[src/rtl/stereo_column_feeder.sv]
// Raster scanner feeding the stereo SAD matcher: reads KERNEL_WIDTH-tall pixel columns from the
// left/right frame-buffer BRAMs and offers each column pair with a single-cycle valid pulse.
module stereo_column_feeder #(
  parameter int unsigned KERNEL_WIDTH = 3,
  parameter int unsigned H_ACTIVE     = 320,
  parameter int unsigned V_ACTIVE     = 180,
  parameter int unsigned READ_LATENCY = 2
) (
  input  logic                                 clk_in,
  input  logic                                 rst_in,
  input  logic                                 start_in,
  input  logic                                 busy_in,
  input  logic [7:0]                           left_pixel_in,
  input  logic [7:0]                           right_pixel_in,
  output logic [$clog2(H_ACTIVE*V_ACTIVE)-1:0] addr_out,
  output logic [KERNEL_WIDTH-1:0][7:0]         left_data_out,
  output logic [KERNEL_WIDTH-1:0][7:0]         right_data_out,
  output logic [10:0]                          hcount_out,
  output logic [9:0]                           vcount_out,
  output logic                                 data_valid_out,
  output logic                                 frame_done_out,
  output logic                                 busy_out
);

  localparam int unsigned AW = $clog2(H_ACTIVE * V_ACTIVE);
  localparam int unsigned RW = (KERNEL_WIDTH > 1) ? $clog2(KERNEL_WIDTH) : 1;
  localparam int unsigned CW = $clog2(KERNEL_WIDTH + 1);

  localparam logic [2:0] StIdle  = 3'd0;
  localparam logic [2:0] StRead  = 3'd1;
  localparam logic [2:0] StWait  = 3'd2;
  localparam logic [2:0] StOffer = 3'd3;
  localparam logic [2:0] StDone  = 3'd4;

  logic [2:0]                       state_q, state_d;
  logic [10:0]                      h_q, h_d;
  logic [9:0]                       v_q, v_d;
  logic [RW-1:0]                    row_q, row_d;
  logic [AW-1:0]                    addr_q, addr_d;
  logic [AW-1:0]                    base_q, base_d;
  logic [CW-1:0]                    cnt_q, cnt_d;
  logic [READ_LATENCY-1:0]          pipe_vld_q, pipe_vld_d;
  logic [READ_LATENCY-1:0][RW-1:0]  pipe_row_q, pipe_row_d;
  logic [KERNEL_WIDTH-1:0][7:0]     stage_l_q, stage_l_d;
  logic [KERNEL_WIDTH-1:0][7:0]     stage_r_q, stage_r_d;
  logic [KERNEL_WIDTH-1:0][7:0]     out_l_q, out_l_d;
  logic [KERNEL_WIDTH-1:0][7:0]     out_r_q, out_r_d;
  logic [10:0]                      hcount_q, hcount_d;
  logic [9:0]                       vcount_q, vcount_d;

  logic          offer;
  logic          cap_vld;
  logic [RW-1:0] cap_row;

  assign offer   = (state_q == StOffer) && !busy_in;
  assign cap_vld = pipe_vld_q[READ_LATENCY-1];
  assign cap_row = pipe_row_q[READ_LATENCY-1];

  always_comb begin
    state_d   = state_q;
    h_d       = h_q;
    v_d       = v_q;
    row_d     = row_q;
    addr_d    = addr_q;
    base_d    = base_q;
    cnt_d     = cnt_q;
    stage_l_d = stage_l_q;
    stage_r_d = stage_r_q;
    out_l_d   = out_l_q;
    out_r_d   = out_r_q;
    hcount_d  = hcount_q;
    vcount_d  = vcount_q;

    // Tag every issued address with its row so the return lands in the right staging slot.
    pipe_vld_d[0] = (state_q == StRead);
    pipe_row_d[0] = row_q;
    for (int i = 1; i < READ_LATENCY; i++) begin
      pipe_vld_d[i] = pipe_vld_q[i-1];
      pipe_row_d[i] = pipe_row_q[i-1];
    end

    if (cap_vld) begin
      stage_l_d[cap_row] = left_pixel_in;
      stage_r_d[cap_row] = right_pixel_in;
      cnt_d              = cnt_q + CW'(1);
    end

    unique case (state_q)
      StIdle: begin
        if (start_in) begin
          state_d = StRead;
          h_d     = '0;
          v_d     = '0;
          row_d   = '0;
          addr_d  = '0;
          base_d  = '0;
          cnt_d   = '0;
        end
      end
      StRead: begin
        if (row_q == RW'(KERNEL_WIDTH - 1)) begin
          state_d = StWait;
        end else begin
          row_d  = row_q + RW'(1);
          addr_d = addr_q + AW'(H_ACTIVE);
        end
      end
      StWait: begin
        if (cnt_d == CW'(KERNEL_WIDTH)) begin
          state_d = StOffer;
        end
      end
      StOffer: begin
        if (!busy_in) begin
          out_l_d  = stage_l_q;
          out_r_d  = stage_r_q;
          hcount_d = h_q;
          vcount_d = v_q;
          // base = v*H_ACTIVE + h, so both h+1 and the wrap to (0, v+1) are base+1.
          if (h_q < 11'(H_ACTIVE - 1)) begin
            h_d     = h_q + 11'd1;
            state_d = StRead;
          end else if (v_q < 10'(V_ACTIVE - KERNEL_WIDTH)) begin
            h_d     = '0;
            v_d     = v_q + 10'd1;
            state_d = StRead;
          end else begin
            state_d = StDone;
          end
          if (state_d == StRead) begin
            base_d = base_q + AW'(1);
            addr_d = base_q + AW'(1);
            row_d  = '0;
            cnt_d  = '0;
          end
        end
      end
      StDone: begin
        state_d = StIdle;
      end
      default: begin
        state_d = StIdle;
      end
    endcase
  end

  always_ff @(posedge clk_in) begin
    if (rst_in) begin
      state_q    <= StIdle;
      h_q        <= '0;
      v_q        <= '0;
      row_q      <= '0;
      addr_q     <= '0;
      base_q     <= '0;
      cnt_q      <= '0;
      pipe_vld_q <= '0;
      pipe_row_q <= '0;
      stage_l_q  <= '0;
      stage_r_q  <= '0;
      out_l_q    <= '0;
      out_r_q    <= '0;
      hcount_q   <= '0;
      vcount_q   <= '0;
    end else begin
      state_q    <= state_d;
      h_q        <= h_d;
      v_q        <= v_d;
      row_q      <= row_d;
      addr_q     <= addr_d;
      base_q     <= base_d;
      cnt_q      <= cnt_d;
      pipe_vld_q <= pipe_vld_d;
      pipe_row_q <= pipe_row_d;
      stage_l_q  <= stage_l_d;
      stage_r_q  <= stage_r_d;
      out_l_q    <= out_l_d;
      out_r_q    <= out_r_d;
      hcount_q   <= hcount_d;
      vcount_q   <= vcount_d;
    end
  end

  // On the valid cycle the staged column is shown directly; otherwise the last offer is held.
  assign data_valid_out = offer;
  assign left_data_out  = offer ? stage_l_q : out_l_q;
  assign right_data_out = offer ? stage_r_q : out_r_q;
  assign hcount_out     = offer ? h_q : hcount_q;
  assign vcount_out     = offer ? v_q : vcount_q;
  assign addr_out       = addr_q;
  assign frame_done_out = (state_q == StDone);
  assign busy_out       = (state_q == StRead) || (state_q == StWait) || (state_q == StOffer);

endmodule
[config.mk]
export PLATFORM = sky130hd
export DESIGN_NAME = stereo_column_feeder
export DESIGN_NICKNAME = d
export VERILOG_FILES = /design/src/rtl/stereo_column_feeder.sv
export SDC_FILE = /design/constraint.sdc
export NUM_CORES = 1
export LEC_CHECK = 0
export CORE_MARGIN = 1.5
export CORE_UTILIZATION = 35
export DETAILED_ROUTE_END_ITERATION = 7
export PLACE_DENSITY_LB_ADDON = 0.2
export RECOVER_POWER = 25
export SLEW_MARGIN = 0
export SYNTH_ARGS = -nofsm -noshare
export SYNTH_HDL_FRONTEND = slang
export SYNTH_SLANG_ARGS = --single-unit
export TNS_END_PERCENT = 100
[constraint.sdc]
create_clock -name clk_in -period 3.48 [get_ports clk_in]
set_input_delay 0.87 -clock clk_in [delete_from_list [all_inputs] [get_ports clk_in]]
set_output_delay 0.87 -clock clk_in [all_outputs]
set_load 0.02 [all_outputs]
## Yosys cells after proc, flatten, opt, wreduce, memory -nomap -nowiden

Index checks and enable logic that the tools add are counted.

- Register bits after elaboration: 183
- Input port bits: 20
- Output and inout bits: 88
- Word-level logic and storage cells: 108

- Add/subtract/negate cells: 6
- Magnitude comparators: 4
- Equal/unequal tests: 16
- Mux-type cells: 43
- Bitwise operators: 1
- Reductions and logical operators: 14

Operators by type and width:

| operator | number |
|---|---|
| $mux W16 | 4 |
| $mux W11 | 5 |
| $mux W10 | 5 |
| $bwmux W24 | 2 |
| $mux W24 | 2 |
| $pmux W16 S3 | 1 |
| $pmux W16 S2 | 1 |
| $mux W3 | 8 |
| $pmux W11 S2 | 1 |
| $pmux W10 S2 | 1 |
| $add A16 B1 Y16 const B | 1 |
| $add A16 B9 Y16 const B | 1 |
| $demux W8 S2 | 1 |
| $mux W2 | 8 |
| $pmux W3 S4 | 1 |
| $reduce_and A4 Y1 | 3 |
| $add A11 B1 Y11 const B | 1 |
| $lt A11 B9 Y1 const B | 1 |
| $add A10 B1 Y10 const B | 1 |
| $lt A10 B8 Y1 const B | 1 |
| $ne A2 B2 Y1 const B | 5 |
| $reduce_and A5 Y1 | 2 |
| $mux W8 | 1 |
| $eq A3 B1 Y1 const B | 2 |
| other kinds (18) | 25 |

## Depth between registers and ports, before layout

Gate-level depths: netlist (run 1).

- Word-level depth: 9
- Depth in mapped cells: 9
- Depth with buffers taken out: 8

## Least setup slack after synthesis (run 1)

OpenSTA, ideal clock, no wires.

- Kind: input -> output
- From: in busy_in
- To: out hcount_out[10]
- Arrival: 1.763 ns
- Data required time: 2.610 ns
- Setup slack: 0.847 ns
- Stages on the path: 4
- Buffers on the path: 2
- Cells stage by stage: nor2_4 > buf_4 > buf_4 > mux2_1

- Word-level cells in the longest chain between the ends: 3

Ends and longest elaborated chain:

| item | RTL line | RTL |
|---|---|---|
| start: declaration | 12 | `input logic busy_in,` |
| $logic_not A1 Y1 | n/a |  |
| $logic_and A1 B1 Y1 | 55 | `assign offer = (state_q == StOffer) && !busy_in;` |
| $mux W11 | 187 | `assign hcount_out = offer ? h_q : hcount_q;` |
| end: declaration | 18 | `output logic [10:0] hcount_out,` |

Every way passes these cells.

==> flow_metrics.py, run 1 <==
metrics = {
    "status": {
        "status": "complete, but fails checks",
        "violations": "max-capacitance violations, max-slew violations",
    },
    "drt": {
        "wl_per_cell_um": 15.7,
        "num_vias": 6233,
        "drt_iter0_markers": 225,
        "antenna_left": 0,
        "routed_via_density": 5.04,
        "firstDrtPassIters": 4,
        "drc": 0,
        "routed_wl_um": 19400,
    },
    "placement": {
        "place_inst": 1201,
        "dp_hpwl_um": 13100,
        "portBuffers": 107,
        "placed_area_um2": 9050,
        "place.gp.congestion": 0.815,
    },
    "global_route": {
        "grt_antenna_before_repair": 0,
        "grt_max_degree": 55,
        "grt.total_usage": 0.172,
        "grt_pass1_wl_um": 32000,
        "grt_pass1_vias": 5970,
        "gr-total-overflow": 0,
    },
    "critical_path": {
        "startpoint": "state_q[2]",
        "cp_top_family": "buffers and inverters",
        "timing.rr.start": "v_q[0]",
        "required_ns": 2.61,
        "cp_slowest_cell": "mux2_2",
        "r2r_slack_ns": 1.09,
        "r2r-end": "base_q[3]",
        "path_buf_inv": 3,
        "endpoint_kind": "output port",
        "crit_type": "flop to output port",
        "cp_max_fo": 15,
        "cp_cell_sequence": "nand2b_1, or2_1, nor2_4, buf_4, bufbuf_16, mux2_2, clkdlybuf4s15_2",
        "reg2regPathDepth": 8,
        "cpPeakStageDelay_ns": 0.35,
        "cp.arrival_ns": 2.45,
        "cp-start-kind": "flop",
    },
    "sta": {
        "drv_slew": 27,
        "period_share": 0.955,
        "finClkSkew_ns": 0.0133,
        "finalSetupViolations": 0,
        "timing.final.hold_violations": 0,
        "fmax_mhz": 301,
        "min_period_ns": 3.32,
        "relSlewSlack": -0.0155,
        "rsz0062_at_grt": "no",
        "tightest_slew_ns": 1.52,
    },
    "die": {
        "die_y_um": 152,
        "die_w_um": 152,
        "die-area_um2": 23100,
        "pin_count": 108,
        "row_count": 54,
        "core_um2": 21800,
        "initial_core_util": 0.356,
    },
    "yosys": {
        "synthTopCellsByArea": "dfxtp_1 (47%), mux2_2 (8.4%), and2_1 (6.4%)",
        "ys.flop_type": "dfxtp_1",
        "yosysUniqueCellTypes": 64,
        "async_flop_share": 0,
        "ys.warnings.count": 0,
        "syn_avg_cell_area_um2": 9.10,
        "synth_top_cell_by_area": "dfxtp_1",
        "synth-seq-area-share": 0.472,
        "ys_ff_latch": 183,
        "netlist_instances": 853,
        "synth_edf_count": 0,
        "yosys.area.top_type_share": 0.472,
        "syn_nets": 879,
        "syn-cell-area_um2": 7770,
    },
    "worst_hold_path": {
        "min_path_cells": 1,
        "worstHoldStart": "pipe_row_d[2]",
        "hold_class": "flop to flop",
        "min_to": "cap_row[0]",
    },
    "finish": {
        "fin_util": 0.443,
        "drive_above_1_share": 0.147,
        "final_cell_area_um2": 9660,
        "nets": 969,
        "final_common_cell": "dfxtp_1",
        "syn_to_final_growth_pct": 24.4,
        "instances_no_fill": 1236,
        "diodes": 0,
        "final_cell_mix": "dfxtp_1 (183), nand2_1 (127), and2_1 (77), a21oi_1 (73), mux2_2 (58)",
    },
    "clocking": {
        "postCtsHoldBufs": 0,
        "cts_buffers": 17,
        "clockBufferDepth": 2,
        "clkSlewWorstSetupHoldPaths_ns": 0.08,
        "cts_tree": "built",
        "cts-root-buf": "clkbuf_16",
        "cts.sinks": 183,
        "htree_levels": 4,
        "clock_latency_ns": 0.44,
    },
    "job": {
        "maxCapViolCount": 1,
    },
    "power": {
        "p_per_area_nw_per_um2": 511,
        "irDropWorstVdd_mv": 0.280,
        "p_leak_nw": 3.78,
    },
}
[kinds of logic (layout without fill, tap and decap cells)]
group	after synthesis	after routing	synth area share
adder cells (fa/ha/maj)	6	6	0.00967
buffers and inverters	60	163	0.0361
flip-flops	183	183	0.472
multiplexers	70	70	0.101
AO/OA/AOI/OAI	163	163	0.126
AND/OR/NAND/NOR	348	348	0.229
XOR/XNOR	23	23	0.0259
[cell type report]
type,instances,area [um2]
inverters,10,37.5
clock inverters,15,185
flip-flops and latches,183,3660
repair buffers,121,1170
fillers,2177,12200
clock buffers,17,425
well taps,280,350
multi-input cells,610,3830
[per-stage QoR]
| stage | setup TNS [ns] | power (mW) | worst slack [ns] | hold WS (ns) |
|---|---|---|---|---|
| 6_report | 0 | 4.94 | 0.157 | 0.440 |
| 5_1_grt | 0 | 5.17 | 0.0417 | 0.468 |
| 4_1_cts | 0 | 5.00 | 0.0144 | 0.446 |
| 3_5_place_dp | -6.53 | 3.00 | -0.137 | 0.428 |
| 3_3_place_gp | -6.46 | 2.99 | -0.136 | 0.423 |
| 2_1_floorplan | 0 | 2.79 | 0.847 | 0.414 |
[sequential cells by signal (all words and copies together) (netlist names), 3 cells and up]
signal / count
state_q: 3
vcount_q: 10
base_q: 16
stage_l_q: 24
out_r_q: 24
stage_r_q: 24
hcount_q: 11
out_l_q: 24
addr_out: 16
v_q: 10
h_q: 11
[synth_stat cells (4+ instances only)]
cell type	n
a211oi_1	5
a21oi_1	73
a22o_1	5
a31oi_1	4
and2_1	79
and3_1	6
buf_2	11
buf_6	4
clkbuf_1	29
dfxtp_1	183
ha_1	6
inv_1	9
mux2_1	11
mux2_2	58
nand2_1	127
nand3_1	21
nand3b_1	5
nand4_1	8
nor2_1	45
nor2b_1	8
nor3_1	13
nor4_1	4
o21ai_0	23
o21ai_1	15
o31ai_1	10
or3_1	6
xnor2_1	15
xor2_1	8
[power by group]
| part | total [mW] | internal [mW] | switching (mW) |
|---|---|---|---|
| clock network | 1.98 | 1.03 | 0.946 |
| logic | 0.767 | 0.260 | 0.507 |
| registers | 2.19 | 2.15 | 0.0441 |
[worst max-delay path by stage]
stage | endpoint | slack (ns) | cells after the start
global placement | left_data_out[1] | -0.14 | 5
finish | right_data_out[17] | 0.16 | 7
detailed placement | left_data_out[1] | -0.14 | 5
global route | right_data_out[18] | 0.04 | 7
CTS | right_data_out[17] | 0.01 | 6
floorplan | hcount_out[10] | 0.85 | 4
[per-layer routing]
metal | vias to the layer above | global-route usage | wire (um) | part of all wire
met3 | 13 | 0.0357 | 683 | 0.035
li1 | 3116 | - | - | -
met4 | 0 | 0.0555 | 206 | 0.011
met1 | 2977 | 0.235 | 9520 | 0.49
met2 | 127 | 0.271 | 9010 | 0.46
met5 | - | 0 | 0 | 0
[timing repair]
| action | CTS | global route |
|---|---|---|
| cloned | 1 | 0 |
| endpoints found under the hold margin | 0 | 0 |
| resized for setup | 97 | 1 |
| setup buffers | 2 | 0 |
| endpoints found under the setup margin | 69 | 14 |
| pin swaps | 0 | 1 |
No activity file was read; power rests on OpenSTA's default activity.
==> inputs of run 2 (changes only) <==
- CORE_MARGIN: 1.5 -> 4
==> flow_metrics.py, run 2 (same netlist as run 1, synthesis figures left out) <==
metrics = {
    "power": {
        "p_per_area_nw_per_um2": 514,
        "irDropWorstVdd_mv": 0.279,
        "p_sw_mw": 1.46,
        "clkPwrFrac": 0.401,
        "p_leak_nw": 3.81,
        "p_sw_frac": 0.295,
        "sequentialPowerShare": 0.443,
        "comb_power_share": 0.156,
        "p_int_mw": 3.49,
    },
    "sta": {
        "finalSetupViolations": 0,
        "tightest_slew_ns": 1.08,
        "finClkSkew_ns": 0.0142,
        "timing.final.hold_violations": 0,
        "relSlewSlack": 0.281,
        "drv_slew": 0,
        "fin_tns_setup_ns": 0,
        "min_period_ns": 3.35,
        "fmax_mhz": 298,
        "hold_slack_ns": 0.438,
        "setup_slack_ns": 0.128,
        "period_share": 0.963,
        "rsz0062_at_grt": "no",
    },
    "finish": {
        "final_cell_mix": "dfxtp_1 (183), nand2_1 (127), and2_1 (77), a21oi_1 (73), dlygate4sd2_1 (61)",
        "nFillCells": 2164,
        "fin_util": 0.440,
        "final_common_cell": "dfxtp_1",
        "diodes": 0,
        "nets": 969,
        "drive_above_1_share": 0.139,
        "syn_to_final_growth_pct": 23.7,
    },
    "critical_path": {
        "cp_max_fo": 15,
        "reg2regPathDepth": 8,
        "cp_slowest_cell": "mux2_2",
        "cp-start-kind": "flop",
        "crit_type": "flop to output port",
        "cp_cell_sequence": "nand2b_1, or2_1, nor2_4, buf_4, bufbuf_16, mux2_2, clkdlybuf4s15_2",
        "r2r_slack_ns": 1.06,
        "cpPeakStageDelay_ns": 0.36,
        "cp.arrival_ns": 2.48,
        "r2r-end": "base_q[3]",
        "endpoint_kind": "output port",
        "timing.rr.start": "v_q[0]",
        "required_ns": 2.61,
        "cp_top_family": "buffers and inverters",
        "path_buf_inv": 3,
    },
    "global_route": {
        "gr-total-overflow": 0,
        "grt_use_met2": 0.256,
        "met3_usage": 0.0421,
        "grt.total_usage": 0.164,
        "grt_antenna_before_repair": 0,
        "grt_max_degree": 54,
        "use_met1": 0.229,
        "grt_pass1_wl_um": 32400,
        "grt_pass1_vias": 6021,
        "grt.busiest_layer": "met2",
    },
    "die": {
        "die-area_um2": 24600,
        "die_w_um": 157,
        "initial_core_util": 0.356,
        "pin_count": 108,
        "row_count": 54,
        "core_um2": 21800,
        "die_y_um": 157,
    },
    "drt": {
        "num_vias": 6173,
        "wl_per_cell_um": 16.1,
        "drt_iter0_markers": 295,
        "antenna_left": 0,
        "routed_wl_um": 19900,
        "routed_via_density": 4.99,
        "drc": 0,
        "firstDrtPassIters": 5,
    },
    "worst_hold_path": {
        "min_path_cells": 1,
        "worstHoldStart": "pipe_row_d[3]",
        "min_to": "cap_row[1]",
        "hold_class": "flop to flop",
    },
    "placement": {
        "pre_cts_ws_ns": -0.157,
        "portBuffers": 107,
        "place.gp.congestion": 0.807,
        "dp_hpwl_um": 13300,
    },
    "status": {
        "status": "finished clean",
    },
    "clocking": {
        "clock_latency_ns": 0.44,
        "cts.sinks": 183,
        "cts-root-buf": "clkbuf_16",
        "htree_levels": 4,
        "clockBufferDepth": 2,
        "clkSlewWorstSetupHoldPaths_ns": 0.07,
        "cts_buffers": 17,
        "cts_tree": "built",
    },
    "job": {
        "maxCapViolCount": 0,
    },
}
-- run 2: cell types whose count changed in the layout (fill, tap and decap cells not counted), moves of 2 or more --
cell | previous run | this run
clkinv_8 | 4 | 0
clkdlybuf4s15_2 | 14 | 6
inv_6 | 4 | 6
dlygate4sd2_1 | 55 | 61
buf_2 | 0 | 2
-- run 2: how the worst max path moves through the flow --
stage                           from           endpoint  slack (ns)  cells after the start
final                     state_q[2]   left_data_out[7]        0.13                      7
after global routing      state_q[2]   left_data_out[7]        0.01                      7
after CTS                    busy_in  right_data_out[4]        0.02                      6
after detailed placement     busy_in   left_data_out[1]       -0.16                      5
after global placement       busy_in      vcount_out[3]       -0.14                      5
after floorplan              busy_in     hcount_out[10]        0.85                      4
-- run 2: what timing repair did --
item                       in CTS  in global routing
setup buffers                   2                  0
hold buffers                    0                  0
cloned                          1                  0
pin swaps                       0                  1
gates resized for setup        85                  3
setup endpoints to repair      69                  8
-- run 2: metrics by stage --
step	cell area, um2	power [mW]	cells
after floorplan	7770	2.79	853
after global placement	9050	3.00	1201
after detailed placement	9050	3.00	1201
after CTS	9620	5.00	1236
after global routing	9610	5.17	1236
final	9610	4.94	1236
-- run 2: routing by layer --
layer,wire [um],up-vias
li1,-,3119
met1,9780,2901
met2,8860,139
met3,1060,14
met4,160,0
met5,0,-
-- run 2: area by class of cell --
class,count,area (um2),area share
Timing Repair Buffer,121,1140,0.119
Clock buffer,18,429,0.0447
Clock inverter,14,161,0.0168
Inverter,10,37.5,0.00391
Tap cell,280,350,0.0365
Multi-Input combinational cell,610,3830,0.398
Sequential cell,183,3660,0.381
-- run 2: worst register-to-register path: stages (launching register included) --
cell and delay (ns):
dfxtp_1 0.47, inv_1 0.10, ha_1 0.21, nor3b_1 0.15
o21ai_1 0.29, o211ai_2 0.19, a21oi_2 0.64, o21ai_0 0.20
o21ai_0 0.10
-- run 2: power by group through the flow --
stage | Clock (mW) | Sequential (mW) | Combinational [mW]
2_1_floorplan | 0 | 2.24 | 0.548
5_1_grt | 2.11 | 2.20 | 0.863
6_report | 1.98 | 2.19 | 0.773
4_1_cts | 2.03 | 2.19 | 0.777
3_5_place_dp | 0 | 2.24 | 0.767
3_3_place_gp | 0 | 2.24 | 0.760
